File: src/rtl/control_sequencer.sv
// ---------------------------------------------------------------------------
// control_sequencer
//
// Hardwired Moore control sequencer. Fetches an instruction (T0-T2), then
// steps it through the execute T-states (T3-T7) that its opcode needs.
// It drives every datapath, ALU and memory strobe, plus the register-select
// controls consumed by the select-and-encode stage.
//
// Ports
//   clock      rising-edge system clock
//   reset      asynchronous, active-high; forces IDLE
//   IR         instruction register; the opcode is IR[31:27]
//   con_ff     branch condition result (used in br T6)
//   mem_ready  memory finishes the Read/Write held this cycle
//   stop       level; halt at the next instruction boundary
//   PCout..CONin, Read, Write, Gra..BAout   control strobes (active high)
//   alu_op     ALU operation code
//   run        high unless the sequencer is in HALT
//   state_dbg  current state encoding, for observation only
//
// Handshake: memory states (T1, ld-T6, st-T7) hold their Read/Write strobe
// and remain in place on every edge where mem_ready=0; the state is left on
// the first edge where mem_ready=1. mem_ready is ignored in all other states.
//
// Outputs are combinational in the current state and IR. IR is loaded by
// IRin on the same edge that enters T3, so decoding from a registered copy
// of the old IR would select the wrong T3 strobes.
// ---------------------------------------------------------------------------
module control_sequencer (
    input  logic        clock,
    input  logic        reset,
    input  logic [31:0] IR,
    input  logic        con_ff,
    input  logic        mem_ready,
    input  logic        stop,
    output logic        PCout,
    output logic        MARin,
    output logic        IncPC,
    output logic        PCin,
    output logic        Zin,
    output logic        Zlowout,
    output logic        Yin,
    output logic        MDRin,
    output logic        MDRout,
    output logic        IRin,
    output logic        Cout,
    output logic        CONin,
    output logic        Read,
    output logic        Write,
    output logic        Gra,
    output logic        Grb,
    output logic        Grc,
    output logic        Rin,
    output logic        Rout,
    output logic        BAout,
    output logic [4:0]  alu_op,
    output logic        run,
    output logic [3:0]  state_dbg
);

    typedef enum logic [3:0] {
        IDLE = 4'd0,
        T0   = 4'd1,
        T1   = 4'd2,
        T2   = 4'd3,
        T3   = 4'd4,
        T4   = 4'd5,
        T5   = 4'd6,
        T6   = 4'd7,
        T7   = 4'd8,
        HALT = 4'd9
    } state_t;

    localparam logic [4:0] OP_LD   = 5'b00000;
    localparam logic [4:0] OP_LDI  = 5'b00001;
    localparam logic [4:0] OP_ST   = 5'b00010;
    localparam logic [4:0] OP_ADD  = 5'b00011;
    localparam logic [4:0] OP_OR   = 5'b01010;
    localparam logic [4:0] OP_ADDI = 5'b01011;
    localparam logic [4:0] OP_ORI  = 5'b01101;
    localparam logic [4:0] OP_BR   = 5'b10010;
    localparam logic [4:0] OP_HALT = 5'b11010;

    state_t     state;
    state_t     next_state;
    state_t     boundary;
    logic [4:0] opcode;
    logic       is_rr, is_imm, is_ldi, is_ld, is_st, is_br, is_halt;
    logic       unused_ir;

    assign opcode    = IR[31:27];
    assign unused_ir = ^IR[26:0];
    assign state_dbg = state;

    // Opcode classes. add..or form one contiguous range, addi..ori another.
    assign is_rr   = (opcode >= OP_ADD) && (opcode <= OP_OR);
    assign is_imm  = (opcode >= OP_ADDI) && (opcode <= OP_ORI);
    assign is_ldi  = (opcode == OP_LDI);
    assign is_ld   = (opcode == OP_LD);
    assign is_st   = (opcode == OP_ST);
    assign is_br   = (opcode == OP_BR);
    assign is_halt = (opcode == OP_HALT);

    // Where to go after the last T-state of an instruction.
    assign boundary = stop ? HALT : T0;

    always_comb begin
        next_state = state;
        case (state)
            IDLE: next_state = boundary;
            T0:   next_state = T1;
            T1:   next_state = mem_ready ? T2 : T1;
            T2:   next_state = T3;
            T3: begin
                if (is_halt)
                    next_state = HALT;
                else if (is_rr || is_imm || is_ldi || is_ld || is_st || is_br)
                    next_state = T4;
                else
                    next_state = boundary;
            end
            T4:   next_state = T5;
            T5:   next_state = (is_ld || is_st || is_br) ? T6 : boundary;
            T6: begin
                if (is_ld)
                    next_state = mem_ready ? T7 : T6;
                else if (is_st)
                    next_state = T7;
                else
                    next_state = boundary;
            end
            T7: begin
                if (is_st)
                    next_state = mem_ready ? boundary : T7;
                else
                    next_state = boundary;
            end
            HALT:    next_state = HALT;
            default: next_state = IDLE;
        endcase
    end

    always_ff @(posedge clock or posedge reset) begin
        if (reset)
            state <= IDLE;
        else
            state <= next_state;
    end

    // Moore strobe decode. Anything not assigned for a state stays 0.
    always_comb begin
        PCout   = 1'b0;
        MARin   = 1'b0;
        IncPC   = 1'b0;
        PCin    = 1'b0;
        Zin     = 1'b0;
        Zlowout = 1'b0;
        Yin     = 1'b0;
        MDRin   = 1'b0;
        MDRout  = 1'b0;
        IRin    = 1'b0;
        Cout    = 1'b0;
        CONin   = 1'b0;
        Read    = 1'b0;
        Write   = 1'b0;
        Gra     = 1'b0;
        Grb     = 1'b0;
        Grc     = 1'b0;
        Rin     = 1'b0;
        Rout    = 1'b0;
        BAout   = 1'b0;
        alu_op  = 5'b00000;
        run     = (state != HALT);
        case (state)
            T0: begin
                PCout = 1'b1;
                MARin = 1'b1;
                IncPC = 1'b1;
                Zin   = 1'b1;
            end
            T1: begin
                Zlowout = 1'b1;
                PCin    = 1'b1;
                Read    = 1'b1;
                MDRin   = 1'b1;
            end
            T2: begin
                MDRout = 1'b1;
                IRin   = 1'b1;
            end
            T3: begin
                if (is_rr || is_imm) begin
                    Grb  = 1'b1;
                    Rout = 1'b1;
                    Yin  = 1'b1;
                end else if (is_ldi || is_ld || is_st) begin
                    // Base register, or zero when it is R0, into Y.
                    Grb   = 1'b1;
                    BAout = 1'b1;
                    Yin   = 1'b1;
                end else if (is_br) begin
                    Gra   = 1'b1;
                    Rout  = 1'b1;
                    CONin = 1'b1;
                end
            end
            T4: begin
                if (is_rr) begin
                    Grc    = 1'b1;
                    Rout   = 1'b1;
                    Zin    = 1'b1;
                    alu_op = opcode;
                end else if (is_imm) begin
                    Cout   = 1'b1;
                    Zin    = 1'b1;
                    alu_op = opcode;
                end else if (is_ldi || is_ld || is_st) begin
                    // Effective address = base + constant, computed with add.
                    Cout   = 1'b1;
                    Zin    = 1'b1;
                    alu_op = OP_ADD;
                end else if (is_br) begin
                    PCout = 1'b1;
                    Yin   = 1'b1;
                end
            end
            T5: begin
                if (is_rr || is_imm || is_ldi) begin
                    Zlowout = 1'b1;
                    Gra     = 1'b1;
                    Rin     = 1'b1;
                end else if (is_ld || is_st) begin
                    Zlowout = 1'b1;
                    MARin   = 1'b1;
                end else if (is_br) begin
                    Cout   = 1'b1;
                    Zin    = 1'b1;
                    alu_op = OP_ADD;
                end
            end
            T6: begin
                if (is_ld) begin
                    Read  = 1'b1;
                    MDRin = 1'b1;
                end else if (is_st) begin
                    Gra   = 1'b1;
                    Rout  = 1'b1;
                    MDRin = 1'b1;
                end else if (is_br) begin
                    // Branch target is always on the bus; PC takes it only
                    // when the condition held.
                    Zlowout = 1'b1;
                    PCin    = con_ff;
                end
            end
            T7: begin
                if (is_ld) begin
                    MDRout = 1'b1;
                    Gra    = 1'b1;
                    Rin    = 1'b1;
                end else if (is_st) begin
                    Write = 1'b1;
                end
            end
            default: begin
            end
        endcase
    end

endmodule

File: config.mk
export PLATFORM = sky130hd
export DESIGN_NAME = control_sequencer
export DESIGN_NICKNAME = d
export VERILOG_FILES = /design/src/rtl/control_sequencer.sv
export SDC_FILE = /design/constraint.sdc
export NUM_CORES = 1
export LEC_CHECK = 0
export CAP_MARGIN = 20
export CORE_ASPECT_RATIO = 1.75
export CORE_UTILIZATION = 30
export DETAILED_ROUTE_END_ITERATION = 12
export PLACE_DENSITY = 0.77
export REMOVE_ABC_BUFFERS = 1
export SLEW_MARGIN = 30
export SYNTH_ARGS = -nofsm -noshare
export SYNTH_HDL_FRONTEND = slang
export SYNTH_SLANG_ARGS = --single-unit
File: constraint.sdc
create_clock -name clock -period 1.15 [get_ports clock]
set_input_delay 0.115 -clock clock [delete_from_list [all_inputs] [get_ports clock]]
set_output_delay 0.115 -clock clock [all_outputs]
set_load 0.01 [all_outputs]
==> flow_summary.json <==
{
  "yosysSeqAreaShare_pct": 11.9,
  "viasPerCell": 5.93,
  "place.port_buffers": 38,
  "clk_pin_slew_ns": 0.03,
  "required_ns": 1.03,
  "grt_usage_pct": 26.0,
  "num_rows": 25,
  "drv_cap": 0,
  "nNetsFinal": 262,
  "layout_setup_ws_ns": -0.617,
  "routed_wl_mm": 4.53,
  "cts_buffer_depth": 2,
  "ys_async_sr_fraction_pct": 100,
  "hold_viol_final": 0,
  "pin_count": 67,
  "hp-class": "input pin to async pin",
  "clk_latency_ns": 0.22,
  "period_minus_slack_ns": 1.77,
  "layout-drive-gt1-share_pct": 63.2,
  "rsz0062_at_grt": "true",
  "drtIter0Drc": 49,
  "final_cell_mix": "buf_4, buf_2, buf_6",
  "final_util_pct": 72.2,
  "largest_reg_flops": 4,
  "die_area_mm2": 0.00303,
  "multi_input_area_um2": 886,
  "drc": 0,
  "pre_cts_ws_ns": -1.16,
  "worstRegToRegCells": 5,
  "regArea_um2": 101,
  "fp.dieH_um": 72.0,
  "period_share_pct": 154,
  "synthCells": 131,
  "leakage_nw": 0.903,
  "skew_ns": 0.00530,
  "rr_startpoint": "state_dbg[3]",
  "cts_root_buffer": "clkbuf_8",
  "peakVddDrop_mv": 1.19,
  "r2r_slack_ns": -0.44,
  "antenna_cells": 0,
  "final_common_cell": "buf_4",
  "syn_area_um2": 841,
  "hpwl_mm": 2.56,
  "numCtsBuffers": 3,
  "status": "finished, violations left",
  "synth-edff-count": 0,
  "grt-ovfl-total": 0,
  "slew_violations": 0,
  "via_count": 1483,
  "place_congestion": 1.02,
  "worstReg2RegEnd": "state_dbg[3]",
  "yosys_register_bits": 4,
  "h-tree-depth": 1,
  "crit_arrival_ns": 1.65,
  "setup_viol": 30,
  "powerDensity_mw_per_mm2": 1910,
  "timing.fmax_ghz": 0.566,
  "cts_tree": "built",
  "area_delta_synth_final_pct": 131,
  "routedWlPerCell_um": 18.1,
  "first_pass_iters": 4,
  "num-fill-cells": 197,
  "coreArea_mm2": 0.00269,
  "start_util_pct": 31.3,
  "drtAntennaViolNets": 0,
  "startpoint_type": "flip-flop",
  "antenna_found_initial": 0,
  "clkSinkCount": 4,
  "yosysWarnings": 0,
  "crit_path_end_kind": "primary output",
  "violations": "negative setup slack",
  "synthFlopType": "dfrtp_1",
  "syn_avg_cell_area_um2": 6.42,
  "first_global_vias": 1344,
  "cts_hold_buf": 0,
  "grt_max_degree": 15,
  "synth.distinct_cells": 48,
  "fp.dieW_um": 42.0,
  "worstSetupPathType": "flip-flop to primary output",
  "grt_pass1_wl_mm": 6.15,
  "cp_max_fo": 4
}
-- power by group --
part	switching, W	leakage [nW]	internal (W)	total [W]
clock	0.0000721	0.0216	0.000223	0.000295
sequential	0.0000774	0.0491	0.000205	0.000282
combinational	0.00148	0.832	0.00166	0.00314
-- synth_stat cells (2+ instances only) --
master	count	area share, %
nand2b_1	6	4.5
a31oi_1	2	1.5
nor3b_1	2	1.8
clkbuf_1	5	2.2
inv_1	4	1.8
nand2_1	4	1.8
nand3b_1	2	1.8
nor2b_1	4	3.0
nor3_1	5	3.0
buf_2	5	3.0
o21ai_1	4	2.4
o21ai_0	7	4.2
or3b_1	2	2.1
a21oi_1	14	8.3
o31ai_1	2	1.8
a211oi_1	2	1.8
or3_1	3	2.2
nor2_1	17	7.6
nand4_1	2	1.5
or2_1	2	1.5
dfrtp_1	4	12
nand3_1	5	3.0
and2_1	3	2.2
-- repair_timing --
action,CTS,global route
pin swaps,17,10
setup endpoints to repair,33,33
buffers inserted,13,7
gates cloned,0,0
resized for setup,174,33
-- per-layer routing --
metal / track usage (%) / wire, um / vias to the layer above
met5: 0 / 0 / -
met4: 11.1 / 209 / 0
met3: 1.24 / 185 / 20
met2: 52.4 / 2560 / 76
met1: 26.6 / 1570 / 727
li1: - / - / 660
-- worst max-delay path by stage --
stage	from	to	slack [ns]
2_1_floorplan	state_dbg[0]	Rout	-0.60
3_3_place_gp	IR[29]	Gra	-1.09
3_5_place_dp	IR[29]	Gra	-1.16
4_1_cts	state_dbg[3]	Cout	-0.57
5_1_grt	state_dbg[3]	alu_op[0]	-0.66
6_report	state_dbg[3]	alu_op[0]	-0.62
-- worst max-delay path, stage by stage (launching register included) --
cell	delay, ns
dfrtp_1	0.42
buf_6	0.15
nand3b_1	0.22
or3_4	0.39
o21ai_1	0.10
buf_2	0.16
-- logic make-up after synthesis --
| logic type | Yosys count | share of synthesized area [%] |
|---|---|---|
| and+or+nand+nor | 65 | 43.6 |
| AOI/OAI and AO/OA | 42 | 31.5 |
| buffers and inverters | 16 | 9.23 |
| DFF | 4 | 11.9 |
| xor gates and xnor gates | 2 | 2.08 |
| muxes | 1 | 1.19 |
| other | 1 | 0.446 |
-- per-stage QoR --
step,total power [W],std cells,area [um2],hold slack (ns),TNS [ns]
after floorplan,0.00106,119,778,-0.119,-4.84
after global routing,0.00387,250,1940,0.119,-14.20
after detailed placement,0.00227,231,1550,0.309,-26.08
after CTS,0.00313,246,1800,0.0793,-12.04
final,0.00372,250,1940,0.101,-13.07
after global placement,0.00223,231,1550,0.298,-25.32
-- layout make-up --
class	count	area share, %
well taps	27	1.74
clock buffers	3	2.13
flip-flops and latches	4	5.22
inverters	4	0.773
multi-input cells	111	45.6
repair buffers	101	44.5
No activity file was read; power rests on OpenSTA's default activity.
